## src/rtl/mem_req_arbiter_pkg.sv

```systemverilog
// Shared types for the two-client memory request arbiter: FSM states,
// client indices and the latched operation kind.
package mem_arb_pkg;

  typedef enum logic [1:0] {
    IDLE  = 2'd0,
    ISSUE = 2'd1,
    RESP  = 2'd2
  } state_e;

  typedef enum logic {
    OP_WRITE = 1'b0,
    OP_READ  = 1'b1
  } op_e;

  localparam logic CLIENT_0 = 1'b0;
  localparam logic CLIENT_1 = 1'b1;

endpackage

```

## src/rtl/mem_req_arbiter_if.sv

```systemverilog
// Bundle of the two client bridge ports and the single scratchpad port.
// The arbiter sits on the slave modport; the environment drives the master.
interface mem_req_arbiter_if #(
  parameter int DATA_WIDTH = 32,
  parameter int ADDR_WIDTH = 32
);
  logic                  writeReq_0, writeReq_1;
  logic [DATA_WIDTH-1:0] writeReq_data_0, writeReq_data_1;
  logic [ADDR_WIDTH-1:0] writeReq_addr_0, writeReq_addr_1;
  logic                  writeAck_0, writeAck_1;
  logic                  readReq_0, readReq_1;
  logic [ADDR_WIDTH-1:0] readReq_addr_0, readReq_addr_1;
  logic                  readAck_0, readAck_1;
  logic [DATA_WIDTH-1:0] readReq_data_0, readReq_data_1;

  logic                  mem_writeReq;
  logic [DATA_WIDTH-1:0] mem_writeReq_data;
  logic [ADDR_WIDTH-1:0] mem_writeReq_addr;
  logic                  mem_writeAck;
  logic                  mem_readReq;
  logic [ADDR_WIDTH-1:0] mem_readReq_addr;
  logic                  mem_readAck;
  logic [DATA_WIDTH-1:0] mem_readReq_data;

  modport slave (
    input  writeReq_0, writeReq_1, writeReq_data_0, writeReq_data_1,
           writeReq_addr_0, writeReq_addr_1,
           readReq_0, readReq_1, readReq_addr_0, readReq_addr_1,
           mem_writeAck, mem_readAck, mem_readReq_data,
    output writeAck_0, writeAck_1, readAck_0, readAck_1,
           readReq_data_0, readReq_data_1,
           mem_writeReq, mem_writeReq_data, mem_writeReq_addr,
           mem_readReq, mem_readReq_addr
  );

  modport master (
    output writeReq_0, writeReq_1, writeReq_data_0, writeReq_data_1,
           writeReq_addr_0, writeReq_addr_1,
           readReq_0, readReq_1, readReq_addr_0, readReq_addr_1,
           mem_writeAck, mem_readAck, mem_readReq_data,
    input  writeAck_0, writeAck_1, readAck_0, readAck_1,
           readReq_data_0, readReq_data_1,
           mem_writeReq, mem_writeReq_data, mem_writeReq_addr,
           mem_readReq, mem_readReq_addr
  );
endinterface

```

## src/rtl/mem_req_arbiter_rr_arbiter2.sv

```systemverilog
// Combinational two-way round-robin pick: drops the locked-out client,
// then breaks a tie with the priority pointer.
module rr_arbiter2
  import mem_arb_pkg::*;
(
  input  logic [1:0] req,
  input  logic       mask_valid,
  input  logic       mask_idx,
  input  logic       ptr,
  output logic       gnt_valid,
  output logic       gnt_idx
);

  logic [1:0] elig;

  always_comb begin
    // NOTE: every output is assigned before any branch so no latch is inferred.
    elig = req;
    if (mask_valid) elig[mask_idx] = 1'b0;
    gnt_valid = |elig;
    case (elig)
      2'b01:   gnt_idx = CLIENT_0;
      2'b10:   gnt_idx = CLIENT_1;
      default: gnt_idx = ptr;
    endcase
  end

endmodule

```

## src/rtl/mem_req_arbiter.sv

```systemverilog
// Shares one scratchpad port between two bus bridges: round-robin grant,
// one outstanding transaction, acks and read data routed back to the owner.
module mem_req_arbiter
  import mem_arb_pkg::*;
#(
  parameter int DATA_WIDTH = 32,
  parameter int ADDR_WIDTH = 32
) (
  input  logic             clk,
  input  logic             rst_n,
  mem_req_arbiter_if.slave bus
);

  state_e                      state_q, state_d;
  op_e                         op_q, op_d;
  logic                        gnt_q, gnt_d;
  logic [ADDR_WIDTH-1:0]       addr_q, addr_d;
  logic [DATA_WIDTH-1:0]       wdata_q, wdata_d;
  logic                        mem_wreq_q, mem_wreq_d;
  logic                        mem_rreq_q, mem_rreq_d;
  logic [1:0]                  wack_q, wack_d;
  logic [1:0]                  rack_q, rack_d;
  logic [1:0][DATA_WIDTH-1:0]  rdata_q, rdata_d;
  logic                        ptr_q, ptr_d;
  logic                        mask_valid_q, mask_valid_d;
  logic                        mask_idx_q, mask_idx_d;

  logic [1:0]                  wr_req, rd_req;
  logic [1:0][ADDR_WIDTH-1:0]  wr_addr, rd_addr;
  logic [1:0][DATA_WIDTH-1:0]  wr_data;
  logic                        gnt_valid, gnt_idx, ack_match;

  assign wr_req  = {bus.writeReq_1, bus.writeReq_0};
  assign rd_req  = {bus.readReq_1, bus.readReq_0};
  assign wr_addr = {bus.writeReq_addr_1, bus.writeReq_addr_0};
  assign rd_addr = {bus.readReq_addr_1, bus.readReq_addr_0};
  assign wr_data = {bus.writeReq_data_1, bus.writeReq_data_0};

  rr_arbiter2 u_rr (
    .req        (wr_req | rd_req),
    .mask_valid (mask_valid_q),
    .mask_idx   (mask_idx_q),
    .ptr        (ptr_q),
    .gnt_valid  (gnt_valid),
    .gnt_idx    (gnt_idx)
  );

  // An ack for the other operation kind is not ours and is ignored.
  assign ack_match = (op_q == OP_WRITE) ? bus.mem_writeAck : bus.mem_readAck;

  always_comb begin
    state_d      = state_q;
    op_d         = op_q;
    gnt_d        = gnt_q;
    addr_d       = addr_q;
    wdata_d      = wdata_q;
    mem_wreq_d   = mem_wreq_q;
    mem_rreq_d   = mem_rreq_q;
    wack_d       = '0;
    rack_d       = '0;
    rdata_d      = rdata_q;
    ptr_d        = ptr_q;
    mask_valid_d = 1'b0;
    mask_idx_d   = mask_idx_q;
    case (state_q)
      IDLE: begin
        if (gnt_valid) begin
          gnt_d   = gnt_idx;
          state_d = ISSUE;
          // A client asking for both gets its write first; the read waits.
          if (wr_req[gnt_idx]) begin
            op_d       = OP_WRITE;
            addr_d     = wr_addr[gnt_idx];
            wdata_d    = wr_data[gnt_idx];
            mem_wreq_d = 1'b1;
          end else begin
            op_d       = OP_READ;
            addr_d     = rd_addr[gnt_idx];
            mem_rreq_d = 1'b1;
          end
        end
      end
      ISSUE: begin
        if (ack_match) begin
          mem_wreq_d = 1'b0;
          mem_rreq_d = 1'b0;
          state_d    = RESP;
          if (op_q == OP_WRITE) begin
            wack_d[gnt_q] = 1'b1;
          end else begin
            rack_d[gnt_q]  = 1'b1;
            rdata_d[gnt_q] = bus.mem_readReq_data;
          end
        end
      end
      RESP: begin
        ptr_d        = ~gnt_q;
        mask_valid_d = 1'b1;
        mask_idx_d   = gnt_q;
        state_d      = IDLE;
      end
      default: state_d = IDLE;
    endcase
  end

  always_ff @(posedge clk or negedge rst_n) begin
    if (!rst_n) begin
      // NOTE: datapath registers are reset as well, so the bus reads zero out of reset.
      state_q      <= IDLE;
      op_q         <= OP_WRITE;
      gnt_q        <= CLIENT_0;
      addr_q       <= '0;
      wdata_q      <= '0;
      mem_wreq_q   <= 1'b0;
      mem_rreq_q   <= 1'b0;
      wack_q       <= '0;
      rack_q       <= '0;
      rdata_q      <= '0;
      ptr_q        <= CLIENT_0;
      mask_valid_q <= 1'b0;
      mask_idx_q   <= CLIENT_0;
    end else begin
      // NOTE: non-blocking so every flop updates from the pre-edge values.
      state_q      <= state_d;
      op_q         <= op_d;
      gnt_q        <= gnt_d;
      addr_q       <= addr_d;
      wdata_q      <= wdata_d;
      mem_wreq_q   <= mem_wreq_d;
      mem_rreq_q   <= mem_rreq_d;
      wack_q       <= wack_d;
      rack_q       <= rack_d;
      rdata_q      <= rdata_d;
      ptr_q        <= ptr_d;
      mask_valid_q <= mask_valid_d;
      mask_idx_q   <= mask_idx_d;
    end
  end

  assign bus.writeAck_0        = wack_q[0];
  assign bus.writeAck_1        = wack_q[1];
  assign bus.readAck_0         = rack_q[0];
  assign bus.readAck_1         = rack_q[1];
  assign bus.readReq_data_0    = rdata_q[0];
  assign bus.readReq_data_1    = rdata_q[1];
  assign bus.mem_writeReq      = mem_wreq_q;
  assign bus.mem_readReq       = mem_rreq_q;
  assign bus.mem_writeReq_addr = addr_q;
  assign bus.mem_readReq_addr  = addr_q;
  assign bus.mem_writeReq_data = wdata_q;

endmodule

```

## src/flat_wrapper.sv

```systemverilog
// flat-port wrapper written by rule: the top's interface ports become plain ports
module mem_req_arbiter_flat import mem_arb_pkg::*;
#(
  parameter int DATA_WIDTH = 32,
  parameter int ADDR_WIDTH = 32
)
  (clk, rst_n, bus_writeReq_0, bus_writeReq_1, bus_writeReq_data_0, bus_writeReq_data_1, bus_writeReq_addr_0, bus_writeReq_addr_1, bus_readReq_0, bus_readReq_1, bus_readReq_addr_0, bus_readReq_addr_1, bus_mem_writeAck, bus_mem_readAck, bus_mem_readReq_data, bus_writeAck_0, bus_writeAck_1, bus_readAck_0, bus_readAck_1, bus_readReq_data_0, bus_readReq_data_1, bus_mem_writeReq, bus_mem_writeReq_data, bus_mem_writeReq_addr, bus_mem_readReq, bus_mem_readReq_addr);
  mem_req_arbiter_if #(.DATA_WIDTH(DATA_WIDTH), .ADDR_WIDTH(ADDR_WIDTH)) bus_i ();
  input  logic clk;
  input  logic rst_n;
  input wire logic [$bits(bus_i.writeReq_0)-1:0] bus_writeReq_0;
  input wire logic [$bits(bus_i.writeReq_1)-1:0] bus_writeReq_1;
  input wire logic [$bits(bus_i.writeReq_data_0)-1:0] bus_writeReq_data_0;
  input wire logic [$bits(bus_i.writeReq_data_1)-1:0] bus_writeReq_data_1;
  input wire logic [$bits(bus_i.writeReq_addr_0)-1:0] bus_writeReq_addr_0;
  input wire logic [$bits(bus_i.writeReq_addr_1)-1:0] bus_writeReq_addr_1;
  input wire logic [$bits(bus_i.readReq_0)-1:0] bus_readReq_0;
  input wire logic [$bits(bus_i.readReq_1)-1:0] bus_readReq_1;
  input wire logic [$bits(bus_i.readReq_addr_0)-1:0] bus_readReq_addr_0;
  input wire logic [$bits(bus_i.readReq_addr_1)-1:0] bus_readReq_addr_1;
  input wire logic [$bits(bus_i.mem_writeAck)-1:0] bus_mem_writeAck;
  input wire logic [$bits(bus_i.mem_readAck)-1:0] bus_mem_readAck;
  input wire logic [$bits(bus_i.mem_readReq_data)-1:0] bus_mem_readReq_data;
  output wire logic [$bits(bus_i.writeAck_0)-1:0] bus_writeAck_0;
  output wire logic [$bits(bus_i.writeAck_1)-1:0] bus_writeAck_1;
  output wire logic [$bits(bus_i.readAck_0)-1:0] bus_readAck_0;
  output wire logic [$bits(bus_i.readAck_1)-1:0] bus_readAck_1;
  output wire logic [$bits(bus_i.readReq_data_0)-1:0] bus_readReq_data_0;
  output wire logic [$bits(bus_i.readReq_data_1)-1:0] bus_readReq_data_1;
  output wire logic [$bits(bus_i.mem_writeReq)-1:0] bus_mem_writeReq;
  output wire logic [$bits(bus_i.mem_writeReq_data)-1:0] bus_mem_writeReq_data;
  output wire logic [$bits(bus_i.mem_writeReq_addr)-1:0] bus_mem_writeReq_addr;
  output wire logic [$bits(bus_i.mem_readReq)-1:0] bus_mem_readReq;
  output wire logic [$bits(bus_i.mem_readReq_addr)-1:0] bus_mem_readReq_addr;
  assign bus_i.writeReq_0 = bus_writeReq_0;
  assign bus_i.writeReq_1 = bus_writeReq_1;
  assign bus_i.writeReq_data_0 = bus_writeReq_data_0;
  assign bus_i.writeReq_data_1 = bus_writeReq_data_1;
  assign bus_i.writeReq_addr_0 = bus_writeReq_addr_0;
  assign bus_i.writeReq_addr_1 = bus_writeReq_addr_1;
  assign bus_i.readReq_0 = bus_readReq_0;
  assign bus_i.readReq_1 = bus_readReq_1;
  assign bus_i.readReq_addr_0 = bus_readReq_addr_0;
  assign bus_i.readReq_addr_1 = bus_readReq_addr_1;
  assign bus_i.mem_writeAck = bus_mem_writeAck;
  assign bus_i.mem_readAck = bus_mem_readAck;
  assign bus_i.mem_readReq_data = bus_mem_readReq_data;
  assign bus_writeAck_0 = bus_i.writeAck_0;
  assign bus_writeAck_1 = bus_i.writeAck_1;
  assign bus_readAck_0 = bus_i.readAck_0;
  assign bus_readAck_1 = bus_i.readAck_1;
  assign bus_readReq_data_0 = bus_i.readReq_data_0;
  assign bus_readReq_data_1 = bus_i.readReq_data_1;
  assign bus_mem_writeReq = bus_i.mem_writeReq;
  assign bus_mem_writeReq_data = bus_i.mem_writeReq_data;
  assign bus_mem_writeReq_addr = bus_i.mem_writeReq_addr;
  assign bus_mem_readReq = bus_i.mem_readReq;
  assign bus_mem_readReq_addr = bus_i.mem_readReq_addr;
  mem_req_arbiter #(.DATA_WIDTH(DATA_WIDTH), .ADDR_WIDTH(ADDR_WIDTH)) u_core (.clk(clk), .rst_n(rst_n), .bus(bus_i));
endmodule
```

## config.mk

```make
export PLATFORM = sky130hd
export DESIGN_NAME = mem_req_arbiter_flat
export DESIGN_NICKNAME = d
export VERILOG_FILES = /design/src/rtl/mem_req_arbiter_pkg.sv /design/src/rtl/mem_req_arbiter_if.sv /design/src/rtl/mem_req_arbiter_rr_arbiter2.sv /design/src/rtl/mem_req_arbiter.sv /design/src/flat_wrapper.sv
export SDC_FILE = /design/constraint.sdc
export NUM_CORES = 1
export LEC_CHECK = 0
export ABC_AREA = 0
export BUFFER_PORTS_ARGS = -buffer_cell sky130_fd_sc_hd__buf_2
export CORE_ASPECT_RATIO = 0.5
export CORE_MARGIN = 10
export CORE_UTILIZATION = 41
export CTS_BUF_LIST = sky130_fd_sc_hd__clkbuf_2
export DETAILED_ROUTE_END_ITERATION = 6
export MAX_ROUTING_LAYER = met4
export PLACE_DENSITY = 0.79
export RECOVER_POWER = 50
export SLEW_MARGIN = 10
export SYNTH_ARGS = -nofsm -noshare
export SYNTH_HDL_FRONTEND = slang
export SYNTH_SLANG_ARGS = --single-unit
```

## constraint.sdc

```tcl
create_clock -name clk -period 2.6 [get_ports clk]
set_input_delay 0 -clock clk [delete_from_list [all_inputs] [get_ports clk]]
set_output_delay 0 -clock clk [all_outputs]
set_load 0.05 [all_outputs]
```

==> impl_results.md, run 1 <==
* Status: stopped before the end
* Last stage: clock tree synthesis
* Error message: [ERROR RSZ-0060] Max buffer count reached.
* Synth Warn # at 0
* Rows at 33
* Port bufs at 397
* Chip Width at 202 µm
* Largest cells by area after synthesis: dfrtp_1, mux2_2, mux2i_1
* Area fraction in compound gates after synthesis at 0.0646
* Adder-cell share of the synthesized area at 0.00554
* Synth cell types at 26
* Initial Util at 0.416
* Largest area contributor in the netlist: dfrtp_1
* Multiplexer share of the synthesized area at 0.325
* Post-Synth Simple-Gate Area at 0.0196
* Yosys top cell area share at 0.521
* Synth Register Bits at 141
* DP Cell Count at 1,077
* CTS Buffer Depth at 2
* Die outline height at 111 µm
* Post-DP HPWL at 19,500 µm
* CTS resizes at 5
* Avg Inst Size Synth at 13.4 µm²
* # Post-CTS Setup Buffers at 0
* H-tree levels at 4
* Sink Count at 141
* CTS Buf Count at 17
* Cells after synthesis at 505
* Synthesized area at 0.00678 mm²
* Sequential-to-total area share from yosys stat at 0.521
* CTS Root Cell: clkbuf_2
* RePlAce Congestion at 0.963
* # hold bufs at CTS at 223
* Synth Area in XOR/XNOR at 0
* Main combinational cell family by area after synthesis: multiplexers
* Ports at 398
* Syn Nets at 740
cell families after synthesis:
kind of cell    count (synthesis)
buf+inv                        70
mux                           176
flops                         141
fa+ha+maj                       3
compound gates                 86
simple gates                   29
stage by stage:
stage | utilization | setup WS, ps | instance area (µm²) | hold slack, ps | TNS [ps]
after floorplan | - | 180 | 6780 | -296 | 0
after global placement | 0.542 | 24.2 | 8820 | -4.87 | 0
after detailed placement | 0.542 | -103 | 8820 | -1.17 | -1470
synth_stat cells:
library cell	number
dfrtp_1	141
mux2_2	98
o21ai_0	72
mux2i_1	57
buf_4	38
clkbuf_1	16
nand2_1	16
mux4_1	14
buf_2	9
o21ai_1	8
mux4_2	7
inv_1	4
nor2b_1	4
a21oi_1	3
buf_6	3
ha_1	3
nor2_1	3
and3_1	1
nand3_1	1
nand4_1	1
nor2_2	1
o21a_1	1
o22ai_1	1
o31a_1	1
or2_1	1
or3_1	1
==> run 2, diff against run 1 <==
- CORE_AREA: not set -> 10 10 146 148
- CORE_ASPECT_RATIO: 0.5 -> not set
- CORE_MARGIN: 10 -> not set
- CORE_UTILIZATION: 41 -> not set
- CTS_BUF_LIST: sky130_fd_sc_hd__clkbuf_2 -> not set
- DIE_AREA: not set -> 0 0 156 158
- MAX_ROUTING_LAYER: met4 -> not set
- PLACE_DENSITY: 0.79 -> not set
- PLACE_DENSITY_LB_ADDON: not set -> 0.15
- clock period: 2.6 -> 3.4 ns (I/O delays scaled with it)
==> run 2 against run 1 <==
  * The flow now finishes, with violations (capacitance limit, slew limit)
  * Synthesized area is the same
  * Synthesized cell count is the same
==> impl_results.md, run 2 <==
* Largest cells by area after synthesis: dfrtp_1, mux2_2, mux2i_1
* Post-DP HPWL at 18,400 µm
* Failing checks: capacitance limit, slew limit
* Routed wire per std cell at 20.0 µm
* FF-to-FF End: u_core.bus.mem_readReq_addr[24]
* Synth Register Bits at 141
* Grt ovf at 0
* H-tree levels at 4
* Final hold viol count at 0
* Vias per cell at 4.78
* GR Layer Usage met3 at 0.0649
* FF/Latch Area at 0.00353 mm²
* Slew margin rel. at -0.428
* Fin Clk Skew at 7.96 ps
* Data required time of the worst path at 3700 ps
* Sequential-to-total area share from yosys stat at 0.521
* Clock slew seen by the registers of the worst setup and hold paths at 60 ps
* CP Buf/Inv Count at 3
* Synth Warn # at 0
* RSZ-0062 raised after global routing: no
* Avg Inst Size Synth at 13.4 µm²
* CTS Root Cell: clkbuf_16
* Fin crit period at 3210 ps
* Final setup violation count at 0
* CP Cell Sequence: inv_1 -> o22ai_1 -> ha_1 -> mux2i_4 -> buf_12 -> mux4_1 -> dlygate4sd3_1 -> mux2_2
* Delay-heaviest family, CP: multiplexers
* Top-count cell post-synth: dfrtp_1
* CP Launch Type: flip-flop
* Worst setup margin at 191 ps
* Tot GR Track Use at 0.188
* Synth cell types at 26
* Path length in cells of the critical path at 8
* DR pass1 iterations at 4
* Nets at 1,205
* Post-route ant nets at 0
* Post-synth top flop: dfrtp_1
* Chip Width at 156 µm
* FMAX at 0.312 GHz
* Initial antenna violation count at 0
* Yosys top cell area share at 0.521
* CP Data Arrival Time at 3510 ps
* Number of global-route vias before repair at 6,322
* Max IR drop VDD at 0.553 mV
* Fin crit share at 0.944
* Post-synth EDFFs at 0
* Largest net degree at the start of global routing at 86
* Area grow syn2layout at 50.5%
* Post-layout util at 0.553
* Pleak at 4.83 nW
* Slew Limit Fails at 86
* Setup_tns at 0 ps
* CTS Buffer Depth at 2
* Rows at 50
* Ports at 398
* Largest area contributor in the netlist: dfrtp_1
* CP endpoint kind: flip-flop
* CP max FO at 68
* Highest-count cells in the layout ignoring fill and taps: buf_2, dfrtp_1, clkbuf_1
* Die ar. at 0.0246 mm²
* Syn Nets at 740
* Cells after synthesis at 505
* Port bufs at 397
* Total number of vias at 5,817
* R2R depth at 8
* Fillers at 1,651
* Synthesized area at 0.00678 mm²
* Post-Place Setup Slack at 585 ps
* Hold path start: bus_readReq_addr_0[22]
* Die outline height at 158 µm
* Crit path to: u_core.bus.mem_readReq_addr[24]
* RePlAce Congestion at 0.799
* Initial Util at 0.367
* Kind of critical path: reg2reg
* Routed wire length at 24,300 µm
* Slowest stage cell, crit path: mux4_1
* Commonest cells in the netlist: dfrtp_1, mux2_2, o21ai_0
* Remaining DRCs at 0
* Antenna diode count at 0
* Register-to-register path setup slack at 190 ps
* Layout cells sized above 1 at 0.421
* Most common cell after layout, fill and taps aside: buf_2
* Met2 usage at 0.344
* Worst-Skew Late Latency at 410 ps
* Slowest stage delay, CP at 610 ps
* GR peak layer: met2
* Async S/R FF share, synth at 1.00
* CTS tree: yes
* First-pass GRT wire length at 35,900 µm
* CTS Buf Count at 17
* PwrDens at 1190 mW/mm²
* FF-to-FF Start: u_core.mask_valid_q
* Slew @ Worst Pin at 2140 ps
* Sink Count at 141
* Hold_ws at 18.0 ps
* Multi-input logic area at 0.00284 mm²
* Status: finished, violations left
* Number of DRC markers in iteration 0 at 223
* GR Util met1 at 0.201
* Critical Path Start: u_core.mask_valid_q
* Core area at 0.0185 mm²
* Max_cap viols at 1
* Worst min path class: in2reg
## run 2: cell counts after synthesis
No cell type changed its count.
## run 2: power breakdown
group | leakage (nW) | internal, mW | switching (mW) | total [mW]
Clock | 0.275 | 1.04 | 0.768 | 1.81
Sequential | 1.71 | 2.52 | 0.528 | 3.04
Combinational | 2.84 | 2.06 | 5.23 | 7.29
Total | 4.83 | 5.62 | 6.52 | 12.1
## run 2: cell type report
| type | instances | area share |
|---|---|---|
| clock buffer | 18 | 0.0431 |
| clock inverter | 13 | 0.0129 |
| inverter | 4 | 0.00147 |
| multi-input combinational | 294 | 0.278 |
| sequential | 141 | 0.346 |
| tap | 234 | 0.0287 |
| timing repair buffer | 512 | 0.290 |
## run 2: cells by family after synthesis
logic type               after synthesis  synth area share
adder cells (fa/ha/maj)                3           0.00554
flip-flops                           141             0.521
buffers and inverters                 70            0.0648
multiplexers                         176             0.325
AND/OR/NAND/NOR                       29            0.0196
AO/OA/AOI/OAI                         86            0.0646
## run 2: what timing repair did
item | 4_1_cts | 5_1_grt
setup endpoints to repair | 0 | 1
buffers inserted | 0 | 0
endpoints found under the hold margin | 185 | 0
hold buffers | 103 | 0
gates resized for setup | 0 | 2
## run 2: through the flow
step	power [mW]	area (µm²)	std cells
after floorplan	8.80	6780	505
after global placement	10.3	8770	1082
after detailed placement	10.4	8770	1082
after CTS	12.5	10400	1216
after global routing	12.8	10200	1216
final	12.1	10200	1216
## run 2: worst min path at each step
| stage | endpoint | slack (ps) | cells past startpoint |
|---|---|---|---|
| 3_3_place_gp | u_core.bus.readReq_data_0[3] | 120 | 1 |
| 3_5_place_dp | u_core.bus.readReq_data_0[3] | 120 | 1 |
| 5_1_grt | u_core.bus.mem_readReq_addr[16] | 10 | 3 |
| 2_1_floorplan | u_core.bus.mem_readReq | -300 | 0 |
| 4_1_cts | u_core.bus.mem_readReq_addr[18] | 0.7 | 3 |
| 6_report | u_core.bus.mem_readReq_addr[22] | 20 | 3 |
## run 2: worst register-to-register path: stages, from the launching register on
cell,delay [ps]
dfrtp_1,370
inv_1,50
o22ai_1,120
ha_1,400
mux2i_4,290
buf_12,360
mux4_1,660
dlygate4sd3_1,580
mux2_2,260
## run 2: per-layer routing
layer,up-vias,part of all wire
met1,2825,0.37
met4,0,0.016
met2,223,0.53
met3,27,0.080
met5,-,0
li1,2742,-
Note: power is estimated with default switching activity, not from simulation.
